## src/rtl/div_seq_pkg.sv

```systemverilog
// Shared definitions for the multi-cycle DIV/DIVU sequencer.
package div_seq_pkg;

  // Number of restoring iterations for a 32-bit divide
  localparam int DIV_CYCLES = 32;

  // ALU control codes that request a divide (drive start / signed_div)
  localparam logic [3:0] DIV_CONTROL  = 4'b1010;
  localparam logic [3:0] DIVU_CONTROL = 4'b1011;

  // Sequencer states
  typedef enum logic [1:0] {
    DIV_IDLE  = 2'd0,
    DIV_BUSY  = 2'd1,
    DIV_DZERO = 2'd2,
    DIV_DONE  = 2'd3
  } div_state_e;

endpackage

```

## src/rtl/div_step.sv

```systemverilog
// One restoring-division step: shift the next dividend bit into the partial
// remainder, trial-subtract the divisor, keep or restore, and shift the
// resulting quotient bit in from the LSB.
module div_step #(
  parameter int WIDTH = 32
) (
  input  logic [WIDTH:0]   rem_in,
  input  logic [WIDTH-1:0] quo_in,
  input  logic [WIDTH-1:0] divisor,
  output logic [WIDTH:0]   rem_out,
  output logic [WIDTH-1:0] quo_out
);

  // Two extra bits on the trial difference so its sign is unambiguous
  logic [WIDTH+1:0] shifted;
  logic [WIDTH+1:0] diff;

  // Trial subtract; a negative difference means restore (quotient bit 0)
  always_comb begin
    shifted = {rem_in, quo_in[WIDTH-1]};
    diff    = shifted - {2'b00, divisor};
    if (diff[WIDTH+1]) begin
      rem_out = shifted[WIDTH:0];
      quo_out = {quo_in[WIDTH-2:0], 1'b0};
    end else begin
      rem_out = diff[WIDTH:0];
      quo_out = {quo_in[WIDTH-2:0], 1'b1};
    end
  end

endmodule

```

## src/rtl/div_seq.sv

```systemverilog
// Multi-cycle DIV/DIVU sequencer beside the EX-stage ALU. Latches operands
// on a start request, runs one restoring step per cycle, stalls the pipe
// while working and issues a single HI/LO write (HI=remainder, LO=quotient).
// annul aborts without writing; rst returns everything to zero.
module div_seq
  import div_seq_pkg::*;
#(
  parameter int WIDTH = 32
) (
  input  logic             clk,
  input  logic             rst,
  input  logic             start,
  input  logic             signed_div,
  input  logic [WIDTH-1:0] opa,
  input  logic [WIDTH-1:0] opb,
  input  logic             annul,
  output logic             stall,
  output logic             ready,
  output logic             hilo_we,
  output logic [WIDTH-1:0] hi_out,
  output logic [WIDTH-1:0] lo_out
);

  localparam int CNT_W = $clog2(WIDTH);
  localparam logic [CNT_W-1:0] LAST_STEP = CNT_W'(WIDTH - 1);

  div_state_e       state;
  div_state_e       state_next;
  logic [CNT_W-1:0] count;

  // Working datapath: partial remainder (one guard bit), dividend/quotient
  // shift register, magnitude of divisor and the deferred sign corrections
  logic [WIDTH:0]   rem;
  logic [WIDTH-1:0] quo;
  logic [WIDTH-1:0] divisor;
  logic             neg_q;
  logic             neg_r;

  logic [WIDTH:0]   step_rem;
  logic [WIDTH-1:0] step_quo;
  logic             accept;

  // Two's complement negate when requested; used both for taking operand
  // magnitudes and for restoring result signs. Wraps for the most negative
  // value, which gives 0x80000000 / -1 = 0x80000000 as required by MIPS.
  function automatic logic [WIDTH-1:0] cond_neg(input logic [WIDTH-1:0] v,
                                                input logic             neg);
    logic signed [WIDTH-1:0] sv;
    sv = signed'(v);
    return neg ? unsigned'(-sv) : v;
  endfunction

  div_step #(.WIDTH(WIDTH)) u_step (
    .rem_in  (rem),
    .quo_in  (quo),
    .divisor (divisor),
    .rem_out (step_rem),
    .quo_out (step_quo)
  );

  assign accept = (state == DIV_IDLE) && start && !annul;

  // Next state and handshake outputs; annul overrides everything
  always_comb begin
    state_next = state;
    stall      = 1'b0;
    ready      = 1'b0;
    hilo_we    = 1'b0;
    case (state)
      DIV_IDLE: begin
        if (start) begin
          state_next = (opb == '0) ? DIV_DZERO : DIV_BUSY;
          stall      = !annul;
        end
      end
      DIV_BUSY: begin
        stall = 1'b1;
        if (count == LAST_STEP) state_next = DIV_DONE;
      end
      DIV_DZERO: begin
        stall      = 1'b1;
        state_next = DIV_DONE;
      end
      DIV_DONE: begin
        // A start still held here belongs to the instruction now retiring
        ready      = !annul;
        hilo_we    = !annul;
        state_next = DIV_IDLE;
      end
      default: state_next = DIV_IDLE;
    endcase
    if (annul) state_next = DIV_IDLE;
  end

  // State register and iteration counter
  always_ff @(posedge clk) begin
    if (rst) begin
      state <= DIV_IDLE;
      count <= '0;
    end else begin
      state <= state_next;
      if (state == DIV_BUSY && state_next == DIV_BUSY) count <= count + 1'b1;
      else count <= '0;
    end
  end

  // Result registers, loaded with sign fix-up only on the edge into DONE
  always_ff @(posedge clk) begin
    if (rst) begin
      hi_out <= '0;
      lo_out <= '0;
    end else if (state_next == DIV_DONE) begin
      if (state == DIV_DZERO) begin
        hi_out <= '0;
        lo_out <= '0;
      end else begin
        hi_out <= cond_neg(step_rem[WIDTH-1:0], neg_r);
        lo_out <= cond_neg(step_quo, neg_q);
      end
    end
  end

  // Operand capture on acceptance, then one restoring step per BUSY cycle
  always_ff @(posedge clk) begin
    if (accept) begin
      rem     <= '0;
      quo     <= cond_neg(opa, signed_div && opa[WIDTH-1]);
      divisor <= cond_neg(opb, signed_div && opb[WIDTH-1]);
      neg_q   <= signed_div && (opa[WIDTH-1] ^ opb[WIDTH-1]);
      neg_r   <= signed_div && opa[WIDTH-1];
    end else if (state == DIV_BUSY) begin
      rem <= step_rem;
      quo <= step_quo;
    end
  end

endmodule

```

## config.mk

```make
export PLATFORM = sky130hd
export DESIGN_NAME = div_seq
export DESIGN_NICKNAME = d
export VERILOG_FILES = /design/src/rtl/div_seq_pkg.sv /design/src/rtl/div_step.sv /design/src/rtl/div_seq.sv
export SDC_FILE = /design/constraint.sdc
export NUM_CORES = 1
export LEC_CHECK = 0
export BUFFER_PORTS_ARGS = -buffer_cell sky130_fd_sc_hd__buf_2
export CAP_MARGIN = 10
export CORE_MARGIN = 2
export CORE_UTILIZATION = 30
export DETAILED_ROUTE_END_ITERATION = 10
export PLACE_DENSITY_LB_ADDON = 0.25
export REMOVE_ABC_BUFFERS = 1
export SYNTH_ARGS = -nofsm -noshare
export SYNTH_HDL_FRONTEND = slang
export SYNTH_SLANG_ARGS = --single-unit
```

## constraint.sdc

```tcl
create_clock -name clk -period 6.63 [get_ports clk]
set_input_delay 1.989 -clock clk [delete_from_list [all_inputs] [get_ports clk]]
set_output_delay 1.989 -clock clk [all_outputs]
set_load 0.01 [all_outputs]
```

## Yosys cells after proc, flatten, opt, wreduce, memory -nomap -nowiden

Index checks and enable logic that the tools add are counted.

| operators by class | value |
|---|---|
| $add $sub $neg | 6 |
| equal/unequal tests | 6 |
| muxes and demuxes | 18 |
| bitwise operators | 2 |
| reductions and logical operators | 12 |

Operator list:

| kind | number |
|---|---|
| $mux 32 | 8 |
| $neg 32->32 | 4 |
| $sub 34x32->34 | 1 |
| $mux 33 | 1 |
| $logic_not 32->1 | 1 |
| $mux 2 | 4 |
| $pmux 2 s4 | 1 |
| $eq 2x2->1 const B | 3 |
| $logic_and 1x1->1 | 6 |
| $add 5x1->5 const B | 1 |
| $eq 5x5->1 const B | 1 |
| $eq 2x1->1 const B | 2 |
| $reduce_or 2->1 | 2 |
| $mux 1 | 3 |
| $logic_not 2->1 | 1 |
| $pmux 1 s2 | 1 |
| $reduce_bool 2->1 | 1 |
| $logic_not 1->1 | 1 |
| $not 1->1 | 1 |
| $xor 1x1->1 | 1 |

| storage, ports and cells | value |
|---|---|
| flip-flop bits (word level) | 170 |
| bits of input ports | 69 |
| output and inout port bits | 67 |
| logic and storage cells | 53 |

## Depth between registers and ports, before layout

| logic depth | value |
|---|---|
| depth in word-level cells | 9 |
| mapped depth | 25 |
| mapped depth without buffers | 20 |

## By module

From an unflattened synthesis, not the netlist that was laid out.

| unflattened totals | value |
|---|---|
| cell total of the unflattened synthesis | 1303 |
| area, all modules | 11417.2 um2 |

By module, submodules not included:

| module | instances | cells an instance | area an instance (um2) | sequential area each (um2) |
|---|---|---|---|---|
| div_seq | 1 | 944 | 9013.6 | 4063.9 |
| div_step | 1 | 359 | 2403.6 | 0.0 |

## Least setup slack after synthesis

No wires, ideal clock.

| timing path | value |
|---|---|
| path type | flip-flop to flip-flop |
| from | register divisor[26] |
| to | register hi_out[24] |
| setup time | 0.117 ns |
| arrival time | 4.951 ns |
| required time | 6.513 ns |
| path slack | 1.563 ns |
| stages on the path, launching flop included | 23 |
| path buffers | 5 |
| clock period less this slack | 5.067 ns |
| cells stage by stage | edfxtp_1 inv_1 ha_1 buf_2 a21oi_2 o21ai_1 a2111oi_0 o21ai_1 o21a_1 buf_6 nor2_8 buf_2 buf_2 buf_4 mux2i_1 ha_1 nand3_1 or4_4 o31ai_4 nand2_2 o41ai_1 xor2_1 a22o_1 |

| on the way | value |
|---|---|
| longest elaborated chain between the ends | 5 |

Ends and longest elaborated chain:

| item | RTL line | text |
|---|---|---|
| start: declaration | div_seq.sv:35 | `logic [WIDTH-1:0] divisor;` |
| start signal: assignment | div_seq.sv:128 | `divisor <= cond_neg(opb, signed_div && opb[WIDTH-1]);` |
| $sub 34x32->34 * | div_step.sv:21 | `diff = shifted - {2'b00, divisor};` |
| $mux 33 * | div_step.sv:22 | `if (diff[WIDTH+1]) begin` |
| $neg 32->32 | div_seq.sv:50 | `return neg ? unsigned'(-sv) : v;` |
| $mux 32 * | div_seq.sv:50 |  |
| $mux 32 * | div_seq.sv:113 | `if (state == DIV_DZERO) begin` |
| end signal: assignment | div_seq.sv:117 | `hi_out <= cond_neg(step_rem[WIDTH-1:0], neg_r);` |
| end: declaration | div_seq.sv:20 | `output logic [WIDTH-1:0] hi_out,` |

Every way passes the cells marked *; elsewhere a longest branch is shown, timed or not.
A chain may end at the register's enable or synchronous reset.

## Final worst setup path

| timing path | value |
|---|---|
| from | input start |
| to | output stall |

| on the way | value |
|---|---|
| longest elaborated chain between the ends | 2 |

Ends and longest elaborated chain:

| item | RTL line | text |
|---|---|---|
| start: declaration | div_seq.sv:12 | `input logic start,` |
| $mux 1 | div_seq.sv:71 | `if (start) begin` |
| $pmux 1 s2 | div_seq.sv:69 | `case (state)` |
| end: declaration | div_seq.sv:17 | `output logic stall,` |

Every way passes these cells.

==> impl_results.md <==
- Outcome: completed
- Post-synthesis adder-cell area fraction: 5.05%
- Rows: 71
- Initial Util: 30.2%
- CTS tree: yes
- Slowest library cell on the worst path: or2_2
- Crit path max fanout: 63
- CTS H-Tree Depth: 4
- Final wirelength: 33.8 mm
- Maxcap violations: 0
- CTS Buf Count: 17
- Synth Area in Compound Gates: 22.2%
- Drt pass-1 iters: 5
- Setup violations, final: 0
- Crit start category: primary input
- Clock buffer depth: 2
- Post-CTS setup buffer count: 0
- Die width: 198 um
- Count leader, synth: nor2_1
- Slew Viols, Final: 0
- CP arrival: 3.32 ns
- Total gr overflow: 0
- Mapped Area: 11300 um^2
- Final ANT Viol Nets: 0
- Synth Area in Simple Gates: 18.3%
- Worst Setup End Kind: output port
- Leakage: 0.00523 uW
- Placed insts: 1903
- First-pass GRT wire length: 53.1 mm
- Critical path class: primary input to output port
- Mapped Cells: 1307
- Synth top area share: 18.4%
- CORE AREA: 37400 um^2
- Fin. Hold Viols: 0
- Vias: 9837
- Main combinational cell family by area after synthesis: compound AO/OA/AOI/OAI gates
- Initial drt markers: 757
- Area contributors post-synth: dfxtp_1 18%, edfxtp_1 18%, xnor2_1 5.9%, xor2_1 5.3%, ha_1 4.9%
- Tmin final: 5.31 ns
- RSZ-0062 raised after global routing: no
- Number of global-route vias before repair: 9525
- Syn Area/Cell: 8.65 um^2
- Clock sinks: 170
- Cts repair resizes: 0
- Slowest stage delay, CP: 0.79 ns
- Post-Synth XOR/XNOR Area: 11.2%
- Non-filler cells, final: 1935
- All-Layer GR Usage: 17.5%
- Clock transition at the registers of the reported paths: 0.06 ns
- Sequential share of the synthesized area: 36.0%
- Die Span Y: 198 um
- Req. time, crit path: 4.64 ns
- Total Die Area: 39200 um^2
- Root buffer cell: clkbuf_16
- Port Buffers: 135
- Clk_skew: 0.0121 ns
- Number of fill cells: 3895
- P&R area growth vs syn: 15.3%
- HP Class: flop to flop
- Fin nets: 1525
- Worst VDD drop: 0.182 mV
- Cells along the critical path: buf_2, nand2_1, or2_2, inv_2, nor2_1, nor2_1, buf_2
- Share of cells above drive strength 1: 15.1%
- Fmax: 188 MHz
- CTS Hold Bufs: 0
- Warnings from Yosys: 0
- Worst-margin pin slew: 1.07 ns
- Vias per inst: 5.08
- DP HPWL: 26.3 mm
- P per Cell Area: 300 nW/um^2
- TNS Setup: 0 ns
- Post-synth EDFFs: 66
- Worst skew pair latency: 0.44 ns
- Global placement routability congestion: 0.873
- Ys flop type: dfxtp_1
- # DRC: 0
- WL/cell: 17.5 um
- FF/Latch Area: 4060 um^2
- Max_slew headroom: 28.4%
- Ant diodes: 0
- Tcrit/Tclk final: 80.1%
- Ys async rst share: 0%
- Largest area contributor in the netlist: dfxtp_1
- I/O pins: 136
- Initial antenna violation count: 1
- Post-synthesis mux area share: 2.67%
- List of most frequent post-synthesis cells: 123 x nor2_1, 119 x nand2_1, 104 x dfxtp_1, 101 x o21ai_0, 79 x a21oi_1
- Footprint of the multi-input gates: 6750 um^2
- Yosys cell types: 86
- Yosys reg bits: 170
- Largest net degree at the start of global routing: 71
==> cell families after synthesis <==
family	after synthesis
muxes	30
and+or+nand+nor	422
adders and majority gates	45
DFF	170
xor gates and xnor gates	145
AOI/OAI and AO/OA	372
buffers and inverters	123
==> where the power goes <==
part	leakage (uW)	switching, uW	internal, uW
registers	0.00147	116	1190
clock network	0.000274	435	555
logic	0.00348	1010	601
total	0.00523	1560	2350
==> layout by cell type (no fill, tap or decap), types with 14 or more instances in the layout <==
master	instances
or3_1	16
buf_4	14
o31ai_1	26
o41ai_1	14
nor3_1	47
o21ai_0	101
nand2_1	118
nor4_1	19
nor2_1	123
dfxtp_1	104
xnor2_1	76
a211oi_1	33
edfxtp_1	66
nand3_1	15
ha_1	43
buf_2	135
mux2i_1	29
inv_1	56
a21oi_1	78
a22o_1	35
xor2_1	69
clkbuf_16	17
==> layout make-up <==
cell class | count | area share, %
clock inverters | 14 | 1.10
clock buffers | 18 | 3.29
flip-flops and latches | 170 | 31.2
inverters | 59 | 1.76
well taps | 511 | 4.91
repair buffers | 149 | 5.99
multi-input cells | 1014 | 51.8
==> worst max-delay path, delay by kind of cell <==
kind,cells,cell delay [ns]
AND/OR/NAND/NOR,4,1.02
buffers and inverters,3,0.31
==> metrics by stage <==
stage                     util, %  power, uW  area [um^2]  worst slack [ns]  hold slack, ns
after floorplan                 -       2470        11000             0.483           0.418
after global placement       33.3       2920        12500             0.940           0.434
after detailed placement     33.3       2930        12500             0.886           0.446
after CTS                    34.8       3930        13000              1.27           0.455
after global routing         34.8       4160        13000             0.934           0.469
final                        34.8       3910        13000              1.32           0.453
==> flip-flops by register name (all words and copies together) (netlist names) <==
| signal | cells |
|---|---|
| lo_out | 32 |
| count | 5 |
| state | 2 |
| quo | 32 |
| divisor | 32 |
| neg_q | 1 |
| hi_out | 32 |
| neg_r | 1 |
| rem | 33 |
==> path summary, 6_finish.rpt <==
path / to / slack (ns) / cells after the start / startpoint
worst min-delay path: count[0] / 0.45 / 1 / count[0]
worst min register to register: count[0] / 0.45 / 1 / count[0]
worst max-delay path: stall / 1.32 / 7 / start
worst max register to register: hi_out[30] / 1.33 / 16 / rem[0]
==> metal layers <==
layer	vias to the layer above	track usage [%]	part of all wire, %
met4	2	5.54	1.8
met3	37	2.28	3.8
met5	-	0	0.047
li1	4978	-	-
met2	262	29.5	48
met1	4558	23.1	47
Power figures use the tool's default switching activity.
